`src/rtl/usb_pkg.sv`:
```
// usb_pkg: shared PID constants, PID class enum and capture FSM state enum.
package usb_pkg;

    localparam logic [7:0] PID_OUT   = 8'hE1;
    localparam logic [7:0] PID_IN    = 8'h69;
    localparam logic [7:0] PID_SETUP = 8'h2D;
    localparam logic [7:0] PID_DATA0 = 8'hC3;
    localparam logic [7:0] PID_DATA1 = 8'h4B;
    localparam logic [7:0] PID_ACK   = 8'hD2;
    localparam logic [7:0] PID_NAK   = 8'h5A;
    localparam logic [7:0] PID_STALL = 8'h1E;

    typedef enum logic [1:0] {CLS_TOKEN, CLS_DATA, CLS_HANDSHAKE, CLS_INVALID} pid_class_t;

    typedef enum logic [1:0] {IDLE, PID, BODY, DISCARD} capture_state_t;

endpackage

```
`src/rtl/usb_pid_decode.sv`:
```
// usb_pid_decode: classifies a candidate PID byte; anything failing the nibble check or not supported is CLS_INVALID.
module usb_pid_decode
    import usb_pkg::*;
(
    input  logic [7:0] pid,
    output pid_class_t cls
);

    logic nib_ok;

    assign nib_ok = pid[7:4] == ~pid[3:0];

    // Table lookup gated by the complement check
    always_comb begin
        cls = CLS_INVALID;
        if (nib_ok) begin
            case (pid)
                PID_OUT, PID_IN, PID_SETUP:   cls = CLS_TOKEN;
                PID_DATA0, PID_DATA1:         cls = CLS_DATA;
                PID_ACK, PID_NAK, PID_STALL:  cls = CLS_HANDSHAKE;
                default:                      cls = CLS_INVALID;
            endcase
        end
    end

endmodule

```
`src/rtl/usb_pid_capture.sv`:
```
// usb_pid_capture: validates received USB packets and writes the PID of each well-formed one into the PID FIFO.
// Optional drop statistics counter enabled by defining PID_CAPTURE_STATS_EN.
module usb_pid_capture
    import usb_pkg::*;
#(
    parameter int MAX_DATA_BYTES = 64,
    parameter int CNT_W          = $clog2(MAX_DATA_BYTES + 3)
) (
    input  logic        clk,
    input  logic        n_rst,
    input  logic        rcv_start,
    input  logic        rcv_byte_valid,
    input  logic [7:0]  rcv_data,
    input  logic        rcv_eop,
    input  logic        rcv_error,
    input  logic        fifo_full,
    output logic        fifo_w_enable,
    output logic [7:0]  fifo_w_data,
    output logic        pid_err,
    output logic        overflow,
    output logic [15:0] drop_cnt
);

    capture_state_t   state;
    pid_class_t       cls;
    pid_class_t       dec_cls;
    logic [7:0]       pid_q;
    logic [CNT_W-1:0] cnt;
    logic [CNT_W:0]   cnt_inc;
    logic [CNT_W:0]   cls_min;
    logic [CNT_W:0]   cls_max;

    usb_pid_decode u_decode (
        .pid (rcv_data),
        .cls (dec_cls)
    );

    assign cnt_inc = {1'b0, cnt} + 1'b1;

    // Body length window for the latched PID class
    always_comb begin
        cls_max = cls == CLS_DATA  ? (CNT_W+1)'(MAX_DATA_BYTES + 2) :
                  cls == CLS_TOKEN ? (CNT_W+1)'(2) : '0;
        cls_min = cls == CLS_HANDSHAKE ? '0 : (CNT_W+1)'(2);
    end

    // Capture FSM; events resolved as start > error > eop > byte
    always_ff @(posedge clk or negedge n_rst) begin
        if (!n_rst) begin
            state         <= IDLE;
            cls           <= CLS_INVALID;
            pid_q         <= '0;
            cnt           <= '0;
            fifo_w_enable <= 1'b0;
            fifo_w_data   <= '0;
            pid_err       <= 1'b0;
            overflow      <= 1'b0;
        end else begin
            fifo_w_enable <= 1'b0;
            pid_err       <= 1'b0;
            overflow      <= 1'b0;
            case (state)
                IDLE: begin
                    if (rcv_start) state <= PID;
                end
                PID: begin
                    if (rcv_start) begin
                        pid_err <= 1'b1;
                    end else if (rcv_error) begin
                        pid_err <= 1'b1;
                        state   <= DISCARD;
                    end else if (rcv_eop) begin
                        pid_err <= 1'b1;
                        state   <= IDLE;
                    end else if (rcv_byte_valid) begin
                        if (dec_cls != CLS_INVALID) begin
                            pid_q <= rcv_data;
                            cls   <= dec_cls;
                            cnt   <= '0;
                            state <= BODY;
                        end else begin
                            pid_err <= 1'b1;
                            state   <= DISCARD;
                        end
                    end
                end
                BODY: begin
                    if (rcv_start) begin
                        pid_err <= 1'b1;
                        state   <= PID;
                    end else if (rcv_error) begin
                        pid_err <= 1'b1;
                        state   <= DISCARD;
                    end else if (rcv_eop) begin
                        state <= IDLE;
                        if ({1'b0, cnt} >= cls_min) begin
                            if (fifo_full) begin
                                overflow <= 1'b1;
                            end else begin
                                fifo_w_enable <= 1'b1;
                                fifo_w_data   <= pid_q;
                            end
                        end else begin
                            pid_err <= 1'b1;
                        end
                    end else if (rcv_byte_valid) begin
                        if (cnt_inc > cls_max) begin
                            pid_err <= 1'b1;
                            state   <= DISCARD;
                        end else begin
                            cnt <= cnt_inc[CNT_W-1:0];
                        end
                    end
                end
                DISCARD: begin
                    if (rcv_start) state <= PID;
                    else if (rcv_eop) state <= IDLE;
                end
                default: state <= IDLE;
            endcase
        end
    end

`ifdef PID_CAPTURE_STATS_EN
    // Saturating count of every rejected or overflowed packet
    always_ff @(posedge clk or negedge n_rst) begin
        if (!n_rst) drop_cnt <= '0;
        else if ((pid_err || overflow) && drop_cnt != 16'hFFFF) drop_cnt <= drop_cnt + 1'b1;
    end
`else
    assign drop_cnt = '0;
`endif

endmodule
```
`config.mk`:
```
export PLATFORM = sky130hd
export DESIGN_NAME = usb_pid_capture
export DESIGN_NICKNAME = d
export VERILOG_FILES = /design/src/rtl/usb_pkg.sv /design/src/rtl/usb_pid_decode.sv /design/src/rtl/usb_pid_capture.sv
export SDC_FILE = /design/constraint.sdc
export NUM_CORES = 1
export LEC_CHECK = 0
export ABC_CLOCK_PERIOD_IN_PS = 3000
export CAP_MARGIN = 20
export CORE_MARGIN = 1
export CORE_UTILIZATION = 51
export CTS_CLUSTER_DIAMETER = 30
export CTS_CLUSTER_SIZE = 40
export DETAILED_ROUTE_END_ITERATION = 6
export GPL_ROUTABILITY_DRIVEN = 0
export PLACE_DENSITY = 0.84
export RECOVER_POWER = 25
export REMOVE_ABC_BUFFERS = 1
export SLEW_MARGIN = 10
export SYNTH_ARGS = -nofsm -noshare
export SYNTH_HDL_FRONTEND = slang
export SYNTH_SLANG_ARGS = --single-unit
```
`constraint.sdc`:
```
create_clock -name clk -period 3 [get_ports clk]
set_clock_uncertainty 0.05 [all_clocks]
set_input_delay 0.6 -clock clk [delete_from_list [all_inputs] [get_ports clk]]
set_output_delay 0.6 -clock clk [all_outputs]
set_load 0.05 [all_outputs]
```
---- Word level (Yosys, flattened, before mapping) ----
Index checks and enable logic that the tools add are counted.
storage, ports and cells
  register bits after elaboration ......... 30
  bits of input ports ..................... 15
  logic and storage cells ................. 110
operators by class
  $add $sub $neg .......................... 1
  $lt $le $gt $ge ......................... 2
  equality and inequality tests ........... 30
  mux-type cells .......................... 54
  bitwise gates (word level) .............. 5
  reduce and logical (&&, ||, !) cells .... 10
operators by type and width
  operator             number
  $mux 7               11
  $mux 2               15
  $eq 8x7->1 const B   3
  $eq 8x8->1 const B   3
  $mux 1               24
  $ne 2x2->1 const B   12
  $reduce_and 6->1     3
  $pmux 7 s2           1
  $reduce_and 11->1    1
  $ne 5x5->1 const B   2
  $add 7x1->8 const B  1
  $eq 8x5->1 const B   1
  $eq 8x6->1 const B   1
  $gt 8x7->1           1
  $pmux 2 s4           1
  $ge 7x2->1           1
  $eq 2x2->1 const B   3
  $pmux 2 s3           1
  $reduce_or 3->1      2
  $eq 2x1->1 const B   2
  $eq 4x4->1           1
  $logic_not 2->1      2
  $ne 4x4->1 const B   1
  $not 1->1            4
  other kinds (5)      5

---- Longest topological paths before layout ----
  depth in word-level cells ............... 11
  mapped depth ............................ 12
  depth with buffers taken out ............ 11

---- By module ----
Synthesis repeated with hierarchy kept, for this count alone.
unflattened totals
  cell total of the unflattened synthesis .. 193
  area total of the unflattened synthesis .. 1936.9 um2
modules (own cells, without submodules)
  module           times used  cells each  area each (um2)  seq. area each (um2)
  usb_pid_capture  1           184         1846.8           753.2
  usb_pid_decode   1           9           90.1             0.0

---- Least setup slack after synthesis ----
No wires, ideal clock.
  path type ............................... flip-flop to flip-flop
  from .................................... reg cnt[1]
  to ...................................... reg cnt[2]
  setup time .............................. 0.069 ns
  data arrival time ....................... 2.531 ns
  slack ................................... 0.350 ns
  cell stages (with the launch flop) ...... 12
  path buffers ............................ 1
  path through ............................ dfrtp_1 ha_1 and2_1 nand4_1 xnor2_1 ha_1 a32oi_1 o22ai_1 nand3_2 buf_6 or4_1 nand3_1
on the way
  word-level cells in the longest chain between the ends .. 7
  elaborated cells on any way between the ends .. 10
  those cells by class .................... 1 x add/sub; 1 x order compare; 1 x eq/ne; 6 x mux; 1 x reduce/logical
ends and longest elaborated chain
  what                                                line                    text
  start: declaration                                  usb_pid_capture.sv:28   logic [CNT_W-1:0] cnt;
  start signal: assignment                            usb_pid_capture.sv:111  cnt <= cnt_inc[CNT_W-1:0];
  $add 7x1->8 (*)                                     usb_pid_capture.sv:38   assign cnt_inc = {1'b0, cnt} + 1'b1;
  branches (longest 6 deep; another with $gt 8x7->1)  -
Every way passes the cells marked *. The select of a mux whose other input is x is not followed.
A chain may end at the register's enable or synchronous reset.

---- Worst setup path after layout ----
  from .................................... reg cnt[0]
  to ...................................... reg cnt[6]
The elaborated chain is that of the path after synthesis.

==> results.json <==
{
  "status": "finished with violations",
  "violations": "max-capacitance violations, max-slew violations",
  "r2r_end": "cnt[6]$_DFFE_PN0P_",
  "tns_ps": 0,
  "holdBufCountCts": 0,
  "fill_cells": 296,
  "fp.dieArea_mm2": 0.004195,
  "grt_start_max_net_pins": 31,
  "hpwl_mm": 3.004,
  "setup.worst_path.end_class": "register",
  "vias": 1528,
  "path_class": "register to register",
  "insertion_delay_ps": 280,
  "seq_area_um2": 753.2,
  "holdPathStages": 1,
  "synth_cell_types": 58,
  "synth_top_cell_area_share_pct": 34.87,
  "yosysSeqAreaShare_pct": 37.48,
  "synth_compound_area_share_pct": 16.19,
  "p_seq_share_pct": 31.5,
  "via_per_inst": 5.477,
  "antenna_found_initial": 0,
  "clkPwrFrac_pct": 18.8,
  "synth_area_leaders": "dfrtp_1 35%, mux2_2 9.0%, buf_4 6.7%",
  "synth_ff_type": "dfrtp_1",
  "layout_setup_ws_ps": 136.6,
  "cts_made_buffers": 5,
  "synth_top_family_by_area": "simple AND/OR/NAND/NOR gates",
  "slew_violations": 31,
  "multi_input_area_mm2": 0.001087,
  "p_int_w": 0.0009513,
  "slew_headroom_pct": -4.622,
  "period_share_pct": 95.45,
  "area_delta_synth_final_pct": 18.43,
  "start_util_pct": 54.07,
  "synth_xor_area_share_pct": 1.308,
  "num_rows": 22,
  "setup_viol": 0,
  "first_global_vias": 1404,
  "pre_cts_ws_ps": 136.2,
  "finalNetCount": 255,
  "clock-sinks": 30,
  "wl_mm": 4.024,
  "die_w_um": 64.77,
  "synth_warnings": 0,
  "synthMostInstantiatedCell": "dfrtp_1",
  "crit_path_start_kind": "register",
  "grt_pass1_wl_mm": 6.520,
  "hold_class": "register to register",
  "yosys.area_share.simple_pct": 18.00,
  "synthAdderAreaFrac_pct": 5.604,
  "hold-worst-slack_ps": 449.3,
  "first_pass_iters": 4,
  "r2r_start": "cnt[0]$_DFFE_PN0P_",
  "drive_gt1_share_pct": 22.51,
  "worstHoldEndpoint": "fifo_w_data[4]$_DFFE_PN0P_",
  "synthTopCellsByCount": "28 x dfrtp_1, 18 x buf_4, 16 x mux2_2, 13 x inv_1, 10 x nand2_1",
  "required_ps": 3110,
  "wl_per_cell_um": 14.42,
  "crit_arrival_ps": 2970,
  "syn_inst": 192,
  "clk_pin_slew_ps": 60,
  "hold_path_startpoint": "pid_q[4]$_DFFE_PN0P_",
  "ant_nets": 0,
  "ir_worst_vdd_uv": 395.8,
  "drcViolationCount": 0,
  "max_freq_mhz": 349.2,
  "die_y_um": 64.77,
  "first_iter_violations": 85,
  "worst_slew_pin_slew_ps": 1569,
  "ioPinCount": 42,
  "synth_top_cell_by_area": "dfrtp_1",
  "r2r_setup_slack_ps": 140,
  "synth_area_mm2": 0.002009,
  "synth_edf_count": 0,
  "synth-seq-cells": 30,
  "p_leak_nw": 1.072,
  "h-tree-depth": 2,
  "hold_viol": 0,
  "core_mm2": 0.003716,
  "power_density_mw_per_mm2": 675.8,
  "syn_avg_cell_area_um2": 10.47,
  "portBuffers": 25,
  "p_sw_share_pct": 40.85,
  "period_minus_slack_ps": 2863,
  "n_antenna_cell": 0,
  "ff2ff_path_depth": 13,
  "clockBufferDepth": 2,
  "pwr-share-comb_pct": 49.7,
  "p_sw_w": 0.0006569,
  "async_flop_share_pct": 100.0,
  "critPathMaxFanout": 8,
  "cts_tree": "built",
  "track_usage_pct": 20.90,
  "maxCapViolCount": 1,
  "cts_root_buf": "clkbuf_8",
  "grt_overflow": 0,
  "synthMuxAreaShare_pct": 9.465
}
[through the flow]
step | instances | cell area [um^2] | utilization [%] | power, W
2_1_floorplan | 185 | 1878 | - | 0.001022
3_3_place_gp | 271 | 2286 | 61.52 | 0.001264
3_5_place_dp | 271 | 2286 | 61.52 | 0.001289
4_1_cts | 278 | 2365 | 63.64 | 0.001597
5_1_grt | 279 | 2380 | 64.04 | 0.001709
6_report | 279 | 2380 | 64.04 | 0.001608
[sequential cells by signal (all words and copies together) (netlist names)]
name and count:
fifo_w_data 8, pid_q 8, cnt 7, cls 2, state 2, fifo_w_enable 1
overflow 1, pid_err 1
[cell families (layout without fill, tap and decap cells)]
kind of cell	count (synthesis)	count (layout)
other	1	16
buffers and inverters	35	59
xor gates and xnor gates	3	3
DFF	30	30
adders and majority gates	9	9
muxes	17	17
and+or+nand+nor	57	57
AOI/OAI and AO/OA	40	40
[power groups by stage]
stage	Clock (W)	Sequential (W)	Combinational, W
detailed placement	0	0.000514	0.000775
global placement	0	0.000510	0.000754
floorplan	0	0.000585	0.000437
CTS	0.000311	0.000506	0.000779
global route	0.000326	0.000517	0.000867
finish	0.000303	0.000506	0.000799
[placed cells by master, fill, tap and decap left out, drive strengths merged, types with 8 or more instances in the layout]
master and count:
ha 9, nand2 11, buf 13, dfrtp 28, inv 13, clkdlybuf4s50 24, conb 16, a21oi 8
nor2 8, mux2 16
[layer usage]
layer	part of all wire, %	global-route usage [%]	routed length, um
met1	43	25.93	1731
met3	4.2	4.754	168
met4	3.4	9.167	136
met5	0	0	0
met2	49	34.51	1988
[worst max-delay path by stage]
| stage | cells past startpoint | slack, ps | endpoint | startpoint |
|---|---|---|---|---|
| floorplan | 10 | 180 | state[1]$_DFFE_PN0P_ | cnt[0]$_DFFE_PN0P_ |
| global route | 13 | -40 | cnt[6]$_DFFE_PN0P_ | cnt[0]$_DFFE_PN0P_ |
| CTS | 11 | 140 | state[1]$_DFFE_PN0P_ | cnt[0]$_DFFE_PN0P_ |
| global placement | 7 | 210 | cnt[3]$_DFFE_PN0P_ | rcv_data[3] |
| finish | 13 | 140 | cnt[6]$_DFFE_PN0P_ | cnt[0]$_DFFE_PN0P_ |
| detailed placement | 7 | 140 | cnt[3]$_DFFE_PN0P_ | rcv_data[3] |
[critical path, cell delays in order, from the launching register on]
cell and delay, ps:
dfrtp_1 350, ha_1 160, and2_1 170, nand4_1 120
xnor2_1 250, ha_1 300, nor2_1 150, o21ai_0 110
o311ai_1 130, nand3_2 130, buf_4 200, buf_4 150
and3_2 190, a311o_1 280
[timing repair]
| item | in CTS | in global routing |
|---|---|---|
| buffers inserted | 0 | 1 |
| setup endpoints to repair | 0 | 3 |
| resized for setup | 0 | 1 |
[layout make-up]
cell class / count / area share [%]
clock inverter: 2 / 0.4206
multi-input combinational: 142 / 45.69
sequential: 30 / 31.65
clock buffer: 5 / 2.892
timing repair buffer: 39 / 14.77
inverter: 13 / 2.050
tap: 48 / 2.524
Power figures use the tool's default switching activity.
